$ cat config.mk
export PLATFORM = sky130hd
export DESIGN_NAME = ber_monitor_flat
export DESIGN_NICKNAME = d
export VERILOG_FILES = /design/src/rtl/ber_monitor_if.sv /design/src/rtl/ber_monitor.sv /design/src/flat_wrapper.sv
export SDC_FILE = /design/constraint.sdc
export NUM_CORES = 1
export LEC_CHECK = 0
export BUFFER_PORTS_ARGS = -buffer_cell sky130_fd_sc_hd__buf_2
export CAP_MARGIN = 5
export CORE_UTILIZATION = 58
export CTS_CLUSTER_SIZE = 10
export DETAILED_ROUTE_END_ITERATION = 8
export MAX_ROUTING_LAYER = met4
export PLACE_DENSITY = 0.8
export SLEW_MARGIN = 20
export SYNTH_ARGS = -nofsm -noshare
export SYNTH_HDL_FRONTEND = slang
export SYNTH_SLANG_ARGS = --single-unit
$ cat constraint.sdc
create_clock -name CLK -period 9.5 [get_ports CLK]
set_input_delay 0.475 -clock CLK [delete_from_list [all_inputs] [get_ports CLK]]
set_output_delay 0.475 -clock CLK [all_outputs]
set_load 0.05 [all_outputs]
$ cat src/rtl/ber_monitor_if.sv
// ber_monitor_if
//   Groups the reference (TX) and received (RX) word streams that feed the
//   bit-error-rate monitor.
//   Signals:
//     tx_valid / tx_data : reference word to queue for alignment
//     rx_valid / rx_data : received word to compare against the oldest reference
//   Modports:
//     master : the side that produces both streams
//     slave  : the monitor that consumes them
interface ber_monitor_if #(
  parameter int DATA_W = 12
);
  logic              tx_valid;
  logic [DATA_W-1:0] tx_data;
  logic              rx_valid;
  logic [DATA_W-1:0] rx_data;

  modport master (output tx_valid, tx_data, rx_valid, rx_data);
  modport slave  (input  tx_valid, tx_data, rx_valid, rx_data);
endinterface

$ cat src/rtl/ber_monitor.sv
// ber_monitor
//   Measures bit errors between a reference word stream and a received word
//   stream. Reference words are queued in an alignment FIFO; each received
//   word pops the oldest reference and the popcount of their XOR is added to
//   an error counter. A window of win_len compared words (0 = continuous) is
//   started by a one-cycle start pulse.
//   Ports:
//     CLK, reset      : clock and synchronous active-high reset
//     start, win_len  : begin/restart a window, window length (0 = continuous)
//     bus (slave)     : tx_valid/tx_data and rx_valid/rx_data streams
//     Errors, Words   : accumulated bit errors and compared-word count
//     Error_flag      : one-cycle pulse for a compared word with any bit error
//     busy, done      : measurement running / window complete
//     overrun/underrun: sticky FIFO fault flags
//     thresh, alarm   : only with BER_MONITOR_THRESH_EN defined; alarm is a
//                       sticky flag set once Errors exceeds thresh
module ber_monitor #(
  parameter int DATA_W = 12,
  parameter int DEPTH  = 8,
  parameter int CNT_W  = 50,
  parameter int WIN_W  = 32
) (
  input  logic              CLK,
  input  logic              reset,
  input  logic              start,
  input  logic [WIN_W-1:0]  win_len,
  ber_monitor_if.slave      bus,
`ifdef BER_MONITOR_THRESH_EN
  input  logic [CNT_W-1:0]  thresh,
  output logic              alarm,
`endif
  output logic [CNT_W-1:0]  Errors,
  output logic [WIN_W-1:0]  Words,
  output logic              Error_flag,
  output logic              busy,
  output logic              done,
  output logic              overrun,
  output logic              underrun
);

  localparam int AW    = $clog2(DEPTH);
  localparam int PC_W  = $clog2(DATA_W + 1);
  localparam int SUM_W = ((CNT_W > PC_W) ? CNT_W : PC_W) + 1;
  localparam logic [CNT_W-1:0] ERR_MAX = '1;

  typedef enum logic [1:0] {IDLE, RUN, DONE} state_t;

  state_t            state_q, state_d;
  logic [CNT_W-1:0]  errors_q, errors_d;
  logic [WIN_W-1:0]  words_q, words_d;
  logic [WIN_W-1:0]  winLen_q, winLen_d;
  logic              flag_q, flag_d;
  logic              overrun_q, overrun_d;
  logic              underrun_q, underrun_d;
  logic [AW-1:0]     wrPtr_q, wrPtr_d;
  logic [AW-1:0]     rdPtr_q, rdPtr_d;
  logic [AW:0]       count_q, count_d;
  logic [DATA_W-1:0] mem [DEPTH];

  logic              pushEn;
  logic              popEn;
  logic [DATA_W-1:0] diffBits;
  logic [PC_W-1:0]   diffCount;
  logic [SUM_W-1:0]  errSum;
  logic [WIN_W-1:0]  wordsInc;

`ifdef BER_MONITOR_THRESH_EN
  logic [CNT_W-1:0]  thresh_q, thresh_d;
  logic              alarm_q, alarm_d;
`endif

  // Bit-difference count between the FIFO head and the received word, plus
  // the saturating next values of both counters. Only used when a pop occurs.
  always_comb begin
    diffBits  = mem[rdPtr_q] ^ bus.rx_data;
    diffCount = '0;
    for (int i = 0; i < DATA_W; i++) begin
      diffCount = diffCount + PC_W'(diffBits[i]);
    end
    errSum   = SUM_W'(errors_q) + SUM_W'(diffCount);
    wordsInc = (words_q == '1) ? words_q : words_q + WIN_W'(1);
  end

  // Next-state and datapath control. start overrides everything in any state
  // and throws away whatever the streams present that cycle, because the
  // FIFO is being flushed. A word hitting a full FIFO still gets in when a
  // pop frees a slot the same cycle; a receive on an empty FIFO cannot use a
  // word pushed in that very cycle.
  always_comb begin
    state_d    = state_q;
    errors_d   = errors_q;
    words_d    = words_q;
    winLen_d   = winLen_q;
    flag_d     = 1'b0;
    overrun_d  = overrun_q;
    underrun_d = underrun_q;
    wrPtr_d    = wrPtr_q;
    rdPtr_d    = rdPtr_q;
    count_d    = count_q;
    pushEn     = 1'b0;
    popEn      = 1'b0;
`ifdef BER_MONITOR_THRESH_EN
    thresh_d   = thresh_q;
    alarm_d    = alarm_q;
`endif

    if (start) begin
      state_d    = RUN;
      errors_d   = '0;
      words_d    = '0;
      winLen_d   = win_len;
      overrun_d  = 1'b0;
      underrun_d = 1'b0;
      wrPtr_d    = '0;
      rdPtr_d    = '0;
      count_d    = '0;
`ifdef BER_MONITOR_THRESH_EN
      thresh_d   = thresh;
      alarm_d    = 1'b0;
`endif
    end else if (state_q == RUN) begin
      popEn  = bus.rx_valid && (count_q != '0);
      pushEn = bus.tx_valid && ((count_q != (AW+1)'(DEPTH)) || popEn);

      if (bus.rx_valid && (count_q == '0)) underrun_d = 1'b1;
      if (bus.tx_valid && !pushEn)         overrun_d  = 1'b1;

      if (pushEn) wrPtr_d = wrPtr_q + AW'(1);
      if (popEn)  rdPtr_d = rdPtr_q + AW'(1);
      case ({pushEn, popEn})
        2'b10:   count_d = count_q + (AW+1)'(1);
        2'b01:   count_d = count_q - (AW+1)'(1);
        default: count_d = count_q;
      endcase

      if (popEn) begin
        errors_d = (errSum > SUM_W'(ERR_MAX)) ? ERR_MAX : errSum[CNT_W-1:0];
        words_d  = wordsInc;
        flag_d   = (diffCount != '0);
        if ((winLen_q != '0) && (wordsInc == winLen_q)) state_d = DONE;
      end

`ifdef BER_MONITOR_THRESH_EN
      if (errors_d > thresh_q) alarm_d = 1'b1;
`endif
    end
  end

  // State and counter registers; reset wins over start and discards any
  // partial window.
  always_ff @(posedge CLK) begin
    if (reset) begin
      state_q    <= IDLE;
      errors_q   <= '0;
      words_q    <= '0;
      winLen_q   <= '0;
      flag_q     <= 1'b0;
      overrun_q  <= 1'b0;
      underrun_q <= 1'b0;
      wrPtr_q    <= '0;
      rdPtr_q    <= '0;
      count_q    <= '0;
`ifdef BER_MONITOR_THRESH_EN
      thresh_q   <= '0;
      alarm_q    <= 1'b0;
`endif
    end else begin
      state_q    <= state_d;
      errors_q   <= errors_d;
      words_q    <= words_d;
      winLen_q   <= winLen_d;
      flag_q     <= flag_d;
      overrun_q  <= overrun_d;
      underrun_q <= underrun_d;
      wrPtr_q    <= wrPtr_d;
      rdPtr_q    <= rdPtr_d;
      count_q    <= count_d;
`ifdef BER_MONITOR_THRESH_EN
      thresh_q   <= thresh_d;
      alarm_q    <= alarm_d;
`endif
    end
  end

  // FIFO storage needs no reset; the pointers define which entries are live.
  always_ff @(posedge CLK) begin
    if (pushEn && !reset) mem[wrPtr_q] <= bus.tx_data;
  end

  assign Errors     = errors_q;
  assign Words      = words_q;
  assign Error_flag = flag_q;
  assign busy       = (state_q == RUN);
  assign done       = (state_q == DONE);
  assign overrun    = overrun_q;
  assign underrun   = underrun_q;
`ifdef BER_MONITOR_THRESH_EN
  assign alarm      = alarm_q;
`endif

endmodule

$ cat src/flat_wrapper.sv
// flat-port wrapper written by rule: the top's interface ports become plain ports
module ber_monitor_flat 
#(
  parameter int DATA_W = 12,
  parameter int DEPTH  = 8,
  parameter int CNT_W  = 50,
  parameter int WIN_W  = 32
)
  (CLK, reset, start, win_len, Errors, Words, Error_flag, busy, done, overrun, underrun, bus_tx_valid, bus_tx_data, bus_rx_valid, bus_rx_data);
  ber_monitor_if #(.DATA_W(DATA_W)) bus_i ();
  input  logic CLK;
  input  logic reset;
  input  logic start;
  input  logic [WIN_W-1:0] win_len;
  output logic [CNT_W-1:0] Errors;
  output logic [WIN_W-1:0] Words;
  output logic Error_flag;
  output logic busy;
  output logic done;
  output logic overrun;
  output logic underrun;
  input wire logic [$bits(bus_i.tx_valid)-1:0] bus_tx_valid;
  input wire logic [$bits(bus_i.tx_data)-1:0] bus_tx_data;
  input wire logic [$bits(bus_i.rx_valid)-1:0] bus_rx_valid;
  input wire logic [$bits(bus_i.rx_data)-1:0] bus_rx_data;
  assign bus_i.tx_valid = bus_tx_valid;
  assign bus_i.tx_data = bus_tx_data;
  assign bus_i.rx_valid = bus_rx_valid;
  assign bus_i.rx_data = bus_rx_data;
  ber_monitor #(.DATA_W(DATA_W), .DEPTH(DEPTH), .CNT_W(CNT_W), .WIN_W(WIN_W)) u_core (.CLK(CLK), .reset(reset), .start(start), .win_len(win_len), .bus(bus_i), .Errors(Errors), .Words(Words), .Error_flag(Error_flag), .busy(busy), .done(done), .overrun(overrun), .underrun(underrun));
endmodule
* Word level (Yosys, flattened, before mapping)
Memories as Yosys holds them, arrays and structs flattened. A register that Yosys moved wholly into a read port is not among the register bits.
Cells that the tools add are included.
** Word-level totals
- Output and inout port bits :: 87
- Bits of input ports :: 61
- Flip-flop bits (word level) :: 129
- RAM bits :: 96
- Word-level logic and storage cells :: 79
- Memories kept :: 1
** Cells by class
- Add/subtract/negate cells :: 17
- Equal/unequal tests :: 7
- Bitwise logic cells :: 3
- Mux-type cells :: 13
- Reductions and logical operators :: 26
- Magnitude comparators :: 1
** Memory list
- u_core.mem :: words 8, width 12, rd ports 1, clocked after memory_dff 1, wr ports 1, RTL line ber_monitor.sv:58 : logic [DATA_W-1:0] mem [DEPTH];
** Operators by type and width (number)
- 50-bit by 4-bit adder with 51-bit output :: 1
- 51-bit by 50-bit > comparator with 1-bit output (second input constant) :: 1
- 50-bit two-way mux :: 1
- 4-bit by 1-bit adder with 4-bit output :: 10
- 32-bit by 1-bit adder with 32-bit output (second input constant) :: 1
- 32-bit == test :: 1
- 32-bit == test (second input constant) :: 1
- 32-bit two-way mux :: 1
- 32-bit nonzero test :: 1
- 12-bit bitwise XOR :: 1
- 2-bit AND reduction :: 5
- 1-bit two-way mux :: 8
- 4-bit one-hot mux with 2 select lines :: 1
- 2-bit nonzero test :: 4
- 4-bit nonzero test :: 2
- 3-bit by 1-bit adder with 3-bit output (second input constant) :: 2
- 1-bit logical AND :: 6
- 3-bit two-way mux :: 2
- 3-bit AND reduction :: 2
- 4-bit by 1-bit adder with 4-bit output (second input constant) :: 1
- 2-bit by 1-bit == test with 1-bit output (second input constant) :: 2
- 2-bit == test (second input constant) :: 2
- 4-bit logical NOT :: 1
- 4-bit != test (second input constant) :: 1
- other kinds (7) :: 9

* Logic depth before layout (Yosys ltp)
Gate-level depths: netlist of run 1.
- Depth in word-level cells :: 15
- Depth in mapped cells :: 24
- Mapped depth without buffers :: 21

* Least setup slack after synthesis of run 1
OpenSTA, ideal clock, no wires.
- Path type :: flip-flop to flip-flop
- From :: register (tool-made name)
- To :: register u_core.errors_q[46], in the netlist u_core.Errors[46]
- Data required time :: 9.368 ns
- Path buffers :: 4
- Period minus slack after synthesis :: 6.806 ns
- Arrival time :: 6.673 ns
- Setup time :: 0.132 ns
- Stages on the path, launching flop included :: 24
- Slack :: 2.694 ns
- Cells stage by stage :: dfxtp_1 -> clkbuf_1 -> buf_1 -> mux4_2 -> mux2i_1 -> xnor2_1 -> ha_1 -> fa_1 -> fa_1 -> inv_1 -> fa_1 -> fa_1 -> fa_1 -> inv_1 -> fa_1 -> a21o_1 -> a21o_1 -> nand2_1 -> or3_1 -> clkbuf_1 -> clkbuf_1 -> nand2_1 -> o21ai_0 -> a21oi_1
** RTL lines
- to (signal assigned) :: RTL line ber_monitor.sv:169 : errors_q <= errors_d;
- to (decl) :: RTL line ber_monitor.sv:49 : logic [CNT_W-1:0] errors_q, errors_d;

==> results of run 1 <==
cell usage in the layout (no fill, tap or decap), types with 20 or more instances in the layout:
| master | netlist | routed |
|---|---|---|
| nor2_1 | 147 | 146 |
| edfxtp_1 | 96 | 96 |
| mux2i_1 | 53 | 53 |
| nand4_1 | 34 | 34 |
| and3_1 | 20 | 20 |
| nor4_1 | 21 | 20 |
| inv_1 | 33 | 33 |
| clkbuf_16 | 0 | 27 |
| o21ai_0 | 38 | 38 |
| nand2_1 | 70 | 70 |
| dfxtp_1 | 132 | 132 |
| nand3_1 | 40 | 40 |
| a21oi_1 | 57 | 57 |
| buf_2 | 10 | 147 |
| xnor2_1 | 52 | 52 |
| xor2_1 | 39 | 39 |
| mux4_2 | 24 | 24 |
power groups by stage:
stage	Clock (mW)	Sequential [mW]	Combinational [mW]
2_1_floorplan	0	1.06	0.137
5_1_grt	0.995	1.04	0.218
4_1_cts	0.957	1.04	0.195
3_3_place_gp	0	1.06	0.186
6_report	0.940	1.04	0.195
3_5_place_dp	0	1.06	0.191
sequential cells by signal, summed over array words and instances, names as in the netlist, named ones only:
name               cells
u_core.overrun         1
u_core.rdPtr_q         3
u_core.winLen_q       32
u_core.mem            96
u_core.underrun        1
u_core.Error_flag      1
u_core.Errors         50
u_core.Words          32
u_core.wrPtr_q         3
u_core.count_q         4
u_core.state_q         2
worst max-delay path, cell delays in order, from the launching register on:
cell and delay [ps]:
dfxtp_1 780, buf_4 420, mux4_2 570, mux2i_1 180, xnor2_1 170, fa_1 490, fa_1 570, inv_1 70
fa_1 520, fa_1 480, fa_1 510, inv_1 70, fa_1 450, a21o_1 190, a21o_1 210, nand2_1 170
nor3_2 160, nor2_1 790, and3_1 400, a211oi_1 110
metal layers:
layer  vias up  global-route usage, %  share of wire, %
li1       4381                      -                 -
met1      4496                   40.3                44
met2       383                   46.9                47
met3        60                   3.92               6.4
met4         0                   9.68               2.8
met5         -                      -                 0
worst paths after layout:
kind	start	endpoint	slack, ps
setup / recovery	register	u_core.Errors[37]	2020
hold / removal	win_len[28]	u_core.winLen_q[28]	170
setup reg to reg	register	u_core.Errors[37]	2020
hold reg to reg	u_core.overrun	u_core.overrun	480
per-stage QoR:
step                hold WS [ps]  area, um2  util (%)  worst slack (ps)  total power [mW]
floorplan                    452      11500         -              2690              1.20
global placement             462      12400      64.0              2200              1.25
detailed placement           466      12400      64.0              1960              1.25
CTS                          151      13200      68.1              1830              2.19
global route                 178      13200      68.2              1590              2.25
finish                       166      13200      68.2              2020              2.18
kinds of logic after synthesis:
family	synth area share, %
xor gates and xnor gates	6.95
and+or+nand+nor	19.1
AOI/OAI and AO/OA	10.0
adders and majority gates	2.99
buffers and inverters	3.24
muxes	9.54
DFF	48.2
cell type report:
type                    count  area [um2]
repair buffers            163         856
well taps                 265         332
inverters                  33         124
clock buffers              45         743
clock inverters             2        50.0
fillers                  1539        6180
multi-input cells         802        5590
flip-flops and latches    228        5530
==> results_dict.tcl, run 1 <==
set metrics [dict create \
    path_class "reg -> reg" \
    cp.required_ps 9880 \
    start_kind "register" \
    areaGrowthSynthToFinish_pct 15.3 \
    synth-seq-area-share_pct 48.2 \
    fin_worst_skew_ps 14.2 \
    globalRoute.totalOverflow 0 \
    clk_pin_slew_ps 60 \
    combPwrFrac_pct 8.9 \
    yosys.area.top_type "edfxtp_1" \
    syn_avg_cell_area_um2 10.2 \
    async_reset_ff_share_pct 0 \
    drt-vias-per-instance 6.06 \
    core_um2 19400 \
    wl_per_cell_um 19.3 \
    timing_worst_slew_pin_value_ps 1040 \
    peakVddDrop_mv 0.248 \
    fp-row-count 51 \
    p_sw_mw 0.507 \
    htree_num_levels 1 \
    setup_viol 0 \
    dieArea_um2 20300 \
    nets 1338 \
    rsz0062_at_grt "false" \
    min-delay-path-class "in -> reg" \
    grt_antenna_before_repair 0 \
    period_minus_slack_ps 7480 \
    grt_max_degree 84 \
    cp_max_fo 14 \
    cts_tree "built" \
    synth-seq-cells 228 \
    cts_sinks 228 \
    portBuffers 147 \
    synthDominantCellAreaShare_pct 25.1 \
    final_hold_viol_count 0 \
    synth_common_cells "147 x nor2_1, 132 x dfxtp_1, 96 x edfxtp_1" \
    routed_wirelength_mm 29.6 \
    ys.flop_type "dfxtp_1" \
    hpwl_mm 20.0 \
    status "complete, but fails checks" \
    synthTopCellsByArea "edfxtp_1 25%, dfxtp_1 23%, nor2_1 4.8%" \
    root_buffer "clkbuf_16" \
    swShare_pct 23.3 \
    n_antenna_cell 0 \
    layout.cells.non_filler 1538 \
    p_int_mw 1.67 \
    tns_ps 0 \
    slew_violations 0 \
    ys_warn_count 0 \
    synth.distinct_cells 69 \
    vias 9320 \
    io_pins 148 \
    clkPwrFrac_pct 43.2 \
    initial_utilization_pct 59.1 \
    seqPwrFrac_pct 47.9 \
    synthCells 1122 \
    drive_above_1_share_pct 18.7 \
    synth_edf_count 96 \
    synth_most_common_cell "nor2_1" \
    drtIter0Drc 868 \
    grt.total_usage_pct 29.9 \
    relSlewSlack_pct 29.9 \
    dp_cells 1491 \
    syn_area_um2 11500 \
    die_y_um 143 \
    gp_congestion 0.952 \
    die_w_um 143 \
    drcViolationCount 2 \
    postCtsResizedCells 0 \
    ant_nets 0 \
    first_pass_iters 8 \
    holdBufCountCts 0 \
    period_share_pct 78.7 \
    r2r_cells 19 \
    hold_depth 3 \
    cts-buffers-inserted 27 \
    fmax_ghz 0.134 \
    grt_pass1_vias 8583 \
    syn-num-nets 1205 \
    grt_pass1_wl_mm 45.5 \
    cts_setup_buffers 0 \
    end_kind "register" \
    worst_skew_pair.late_latency_ps 540 \
    cp.arrival_ps 7860 \
    cts.path.max_buffers 3 \
    violations "DRC" \
    p_per_area_nw_per_um2 165 \
    cap_viol_max_count 0 \
    leakage_nw 4.87 \
]
Note: power is estimated with default switching activity, not from simulation.
==> run 2, diff against run 1 <==
==> constraint.sdc (replaced) <==
create_clock -name CLK -period 7.5 [get_ports CLK]
set_input_delay 0.375 -clock CLK [delete_from_list [all_inputs] [get_ports CLK]]
set_output_delay 0.375 -clock CLK [all_outputs]
set_load 0.05 [all_outputs]
==> run 2 against run 1 <==
Against the previous run:
- critical path depth unchanged
- maximum frequency increased by 9.2%
- die area unchanged
- highest routed layer unchanged
- hold slack got worse by 91 ps
- largest power group unchanged
- clock power increased by 28%
- sequential cell count unchanged
- register-to-register slack got worse by 1400 ps
- non-clock buffer count increased by 5
- via count increased by 0.62%
- final area increased by 0.37%
- the run now ends clean
- critical endpoint is now u_core.Errors[41]
- clock-buffer cell count decreased by 5
- total power increased by 27%
==> results_dict.tcl, run 2 (synthesis results as in run 1) <==
set metrics [dict create \
    status "finished, final reports clean" \
    drt-vias-per-instance 6.09 \
    drcViolationCount 0 \
    ant_nets 0 \
    vias 9378 \
    largest_reg_flops 96 \
    slowest_delay_ps 690 \
    p_per_area_nw_per_um2 209 \
    cts_tree "built" \
    slowest_stage "dfxtp_1" \
    cap_viol_max_count 0 \
    clk_pin_slew_ps 60 \
    critPathMostFrequentCell "fa_1" \
    hpwl_mm 20.6 \
    io_pins 148 \
    initial_utilization_pct 59.1 \
    dieArea_um2 20300 \
    peakVddDrop_mv 0.302 \
    gp_congestion 0.962 \
    grt.total_usage_pct 30.1 \
    top_register "u_core.mem" \
    cp.arrival_ps 7290 \
    timing_worst_slew_pin_value_ps 962 \
    p_int_mw 2.12 \
    dr_wl_met2_mm 13.9 \
    final_hold_viol_count 0 \
    hold_ws_ps 74.1 \
    p_sw_mw 0.646 \
    globalRoute.totalOverflow 0 \
    setup_viol 0 \
    pre_cts_slack_ps 672 \
    fin_worst_skew_ps 10.4 \
    start_kind "register" \
    cts-buffers-inserted 27 \
    top_layer_used "met4" \
    worst_skew_pair.late_latency_ps 540 \
    wl_per_cell_um 19.3 \
    setup_slack_ps 648 \
    period_share_pct 91.4 \
    drive_above_1_share_pct 19.2 \
    grt_antenna_before_repair 0 \
    p_total_mw 2.77 \
    wl_met1_mm 12.8 \
    clkPwrFrac_pct 43.4 \
    seqPwrFrac_pct 47.7 \
    drtIter0Drc 804 \
    die_w_um 143 \
    holdBufCountCts 0 \
    die_y_um 143 \
    cts_setup_buffers 0 \
    cts.path.max_buffers 3 \
    cp.required_ps 7940 \
    fp-row-count 51 \
    grt_max_degree 58 \
    postCtsResizedCells 0 \
    tns_ps 0 \
    grt_pass1_vias 8719 \
    routed_wirelength_mm 29.7 \
    nets 1343 \
    path_cells "mux4_2, mux2i_1, xnor2_1, ha_1, fa_1, fa_1, inv_1, fa_1, fa_1, fa_1, xnor2_1, ha_1, a21o_1, a21o_1, nand2_1, nor3_2, nor2_1, and3_1, a211oi_1" \
    cp_max_fo 10 \
    min-delay-path-class "in -> reg" \
    htree_num_levels 1 \
    n_antenna_cell 0 \
    path_class "reg -> reg" \
    most-common-layout-cells "147 x buf_2, 146 x nor2_1, 132 x dfxtp_1, 96 x edfxtp_1, 70 x nand2_1" \
    combPwrFrac_pct 9.0 \
    root_buffer "clkbuf_16" \
    swShare_pct 23.3 \
    areaGrowthSynthToFinish_pct 15.7 \
    layout.cells.non_filler 1539 \
    leakage_nw 4.89 \
    period_minus_slack_ps 6850 \
    rsz0062_at_grt "false" \
    first_pass_iters 5 \
    fmax_ghz 0.146 \
    cts_sinks 228 \
    dr_wl_met3_mm 2.31 \
    final_common_cell "buf_2" \
    portBuffers 147 \
    core_um2 19400 \
    slew_violations 0 \
    relSlewSlack_pct 35.3 \
    grt_pass1_wl_mm 46.2 \
    end_kind "register" \
    dp_cells 1496 \
]
-- run 2: metrics by stage --
step / utilization, % / cell area (um2)
final: 68.4 / 13300
after global routing: 68.4 / 13300
after CTS: 68.4 / 13300
after detailed placement: 64.3 / 12500
after global placement: 64.2 / 12500
after floorplan: - / 11500
-- run 2: area by class of cell --
class / count / area [um2]
clock buffers: 40 / 744
clock inverters: 3 / 55.1
fillers: 1566 / 6130
inverters: 33 / 124
multi-input cells: 802 / 5600
flip-flops and latches: 228 / 5530
well taps: 265 / 332
repair buffers: 168 / 893
-- run 2: worst paths after layout --
| kind | end | startpoint | slack [ps] | cells after the start |
|---|---|---|---|---|
| worst max-delay path | u_core.Errors[41] | register | 650 | 19 |
| worst min-delay path | u_core.winLen_q[16] | win_len[16] | 70 | 3 |
| worst max register to register | u_core.Errors[41] | register | 650 | 19 |
| worst min register to register | u_core.overrun | u_core.overrun | 480 | 2 |
-- run 2: power groups by stage --
stage / logic (mW) / registers [mW] / clock network [mW]
after floorplan: 0.174 / 1.34 / 0
after global placement: 0.236 / 1.35 / 0
after global routing: 0.281 / 1.32 / 1.27
final: 0.248 / 1.32 / 1.20
after detailed placement: 0.248 / 1.35 / 0
after CTS: 0.250 / 1.32 / 1.22
-- run 2: metal layers --
metal | track usage (%) | vias to the layer above
met1 | 40.3 | 4492
met2 | 47.7 | 414
met5 | - | -
met3 | 4.16 | 71
li1 | - | 4401
met4 | 9.17 | 0
-- run 2: worst max-delay path: cells and delay by family, from the launching register on --
family          cells  cell delay (ps)
flops               1              690
mux                 2              780
simple gates        4             1210
xor+xnor            2              310
fa+ha+maj           7             3070
buf+inv             1               60
compound gates      3              610
==> run 3, diff against run 2 <==
--- a/config.mk
+++ b/config.mk
@@ -5,8 +5,10 @@
 export SDC_FILE = /design/constraint.sdc
 export NUM_CORES = 1
 export LEC_CHECK = 0
+export ABC_CLOCK_PERIOD_IN_PS = 7500
 export BUFFER_PORTS_ARGS = -buffer_cell sky130_fd_sc_hd__buf_2
 export CAP_MARGIN = 5
+export CORE_ASPECT_RATIO = 0.8
 export CORE_UTILIZATION = 58
 export CTS_CLUSTER_SIZE = 10
 export DETAILED_ROUTE_END_ITERATION = 8
==> run 3 against run 2 <==
Against the previous run:
- combinational power is 2% lower
- clock-buffer cell count is 1 higher
- die area hardly changed
- sequential share of layout area is 0.15 points higher
- global-route usage is 1.4 points higher
- via count is 3.3% higher
- clock skew is 7.6 ps higher
- sequential cell count stayed put
- critical path type unchanged
==> results_dict.tcl, run 3 (synthesis results as in run 1) <==
set metrics [dict create \
    status "finished, final reports clean" \
    cts_setup_buffers 0 \
    drtIter0Drc 1233 \
    cts.path.max_buffers 3 \
    root_buffer "clkbuf_16" \
    largest_reg_flops 96 \
    dieArea_um2 20300 \
    slew_violations 0 \
    cp_max_fo 18 \
    p_per_area_nw_per_um2 204 \
    io_pins 148 \
    grt_pass1_vias 8818 \
    vias 9691 \
    cts_tree "built" \
    cts-buffers-inserted 27 \
    drt-vias-per-instance 6.31 \
    period_share_pct 92.9 \
    routed_wirelength_mm 31.0 \
    path_cells "buf_4, mux4_2, mux2i_1, xnor2_1, ha_1, fa_1, fa_1, inv_1, fa_1, fa_1, fa_1, inv_1, fa_1, a21o_1, a21o_1, nand2_1, or3_1, nand2_1, o21ai_0, a21oi_1" \
    fillers 1469 \
    rsz0062_at_grt "false" \
    relSlewSlack_pct 30.9 \
    nets 1346 \
    most-common-layout-cells "147 x buf_2, 146 x nor2_1, 132 x dfxtp_1, 96 x edfxtp_1, 70 x nand2_1" \
    period_minus_slack_ps 6970 \
    path_class "reg -> reg" \
    clk_pin_slew_ps 60 \
    globalRoute.totalOverflow 0 \
    tns_ps 0 \
    die_w_um 159 \
    slowest_stage "mux4_2" \
    critPathMostFrequentCell "fa_1" \
    slowest_delay_ps 560 \
    worst_hold_path.endpoint "u_core.winLen_q[29]" \
    die_y_um 128 \
    hpwl_mm 21.6 \
    final_common_cell "buf_2" \
    leakage_nw 4.89 \
    fmax_ghz 0.143 \
    grt_pass1_wl_mm 49.0 \
    gp_congestion 0.975 \
    fp-row-count 45 \
    worst_skew_pair.late_latency_ps 520 \
    setup_viol 0 \
    wl_per_cell_um 20.2 \
    grt_antenna_before_repair 2 \
    initial_utilization_pct 59.9 \
    ant_nets 0 \
    grt.total_usage_pct 31.5 \
    drive_above_1_share_pct 19.1 \
    end_kind "register" \
    htree_num_levels 1 \
    drcViolationCount 0 \
    start_kind "register" \
    postCtsResizedCells 0 \
    top_register "u_core.mem" \
    cp.required_ps 7860 \
    layout.cells.non_filler 1536 \
    hp-start "win_len[29]" \
    r2r_slack_ps 530 \
    fin_worst_skew_ps 18.0 \
    r2r_cells 20 \
    holdBufCountCts 0 \
    peakVddDrop_mv 0.189 \
    worstReg2RegEnd "u_core.Errors[25]" \
    areaGrowthSynthToFinish_pct 15.3 \
    grt_max_degree 84 \
    min-delay-path-class "in -> reg" \
    portBuffers 147 \
    hold_depth 3 \
    final_hold_viol_count 0 \
    timing_worst_slew_pin_value_ps 1030 \
    dp_cells 1492 \
    cp.arrival_ps 7330 \
    cap_viol_max_count 0 \
    cts_sinks 228 \
    core_um2 19100 \
    first_pass_iters 8 \
]
==> run 3: cell type report <==
type	count	area (um2)	area share (%)
multi-input cells	802	5580	42.2
diodes	2	5.00	0.0378
flip-flops and latches	228	5530	41.8
clock buffers	41	738	5.58
inverters	33	124	0.937
clock inverters	1	8.76	0.0662
repair buffers	171	916	6.93
well taps	258	323	2.44
==> run 3: through the flow <==
step | hold slack, ps | utilization [%] | area (um2) | setup WS, ps | power [mW]
finish | 88.2 | 69.1 | 13200 | 531 | 2.70
CTS | 74.9 | 69.1 | 13200 | 570 | 2.72
floorplan | 452 | - | 11500 | 694 | 1.52
global route | 100 | 69.1 | 13200 | 215 | 2.79
detailed placement | 467 | 65.2 | 12500 | 566 | 1.59
global placement | 463 | 65.2 | 12500 | 853 | 1.58
==> run 3: per-layer routing <==
layer	vias up	track usage (%)	part of all wire, %
met2	607	47.2	43
met4	0	6.73	2.2
met5	-	-	0
met1	4600	45.0	44
met3	75	5.27	11
li1	4409	-	-
==> run 3: critical path, delay by kind of cell, from the launching register on <==
kind	cells	cell delay (ps)
DFF	1	330
muxes	2	750
buffers and inverters	3	470
adders and majority gates	7	3310
and+or+nand+nor	3	1010
xor gates and xnor gates	1	180
AOI/OAI and AO/OA	4	760
==> run 3: worst max-delay path by stage <==
stage | startpoint | end | slack, ps | depth (start not counted)
finish | register | u_core.Errors[25] | 530 | 20
global route | register | u_core.Errors[46] | 220 | 20
CTS | register | u_core.Errors[46] | 570 | 20
detailed placement | register | u_core.Errors[46] | 570 | 20
global placement | register | u_core.Errors[7] | 850 | 21
floorplan | register | u_core.Errors[46] | 690 | 23
==> run 3: power by group <==
part	switching [mW]	internal [mW]
registers	0.0157	1.30
logic	0.138	0.105
clock network	0.471	0.667
total	0.625	2.08
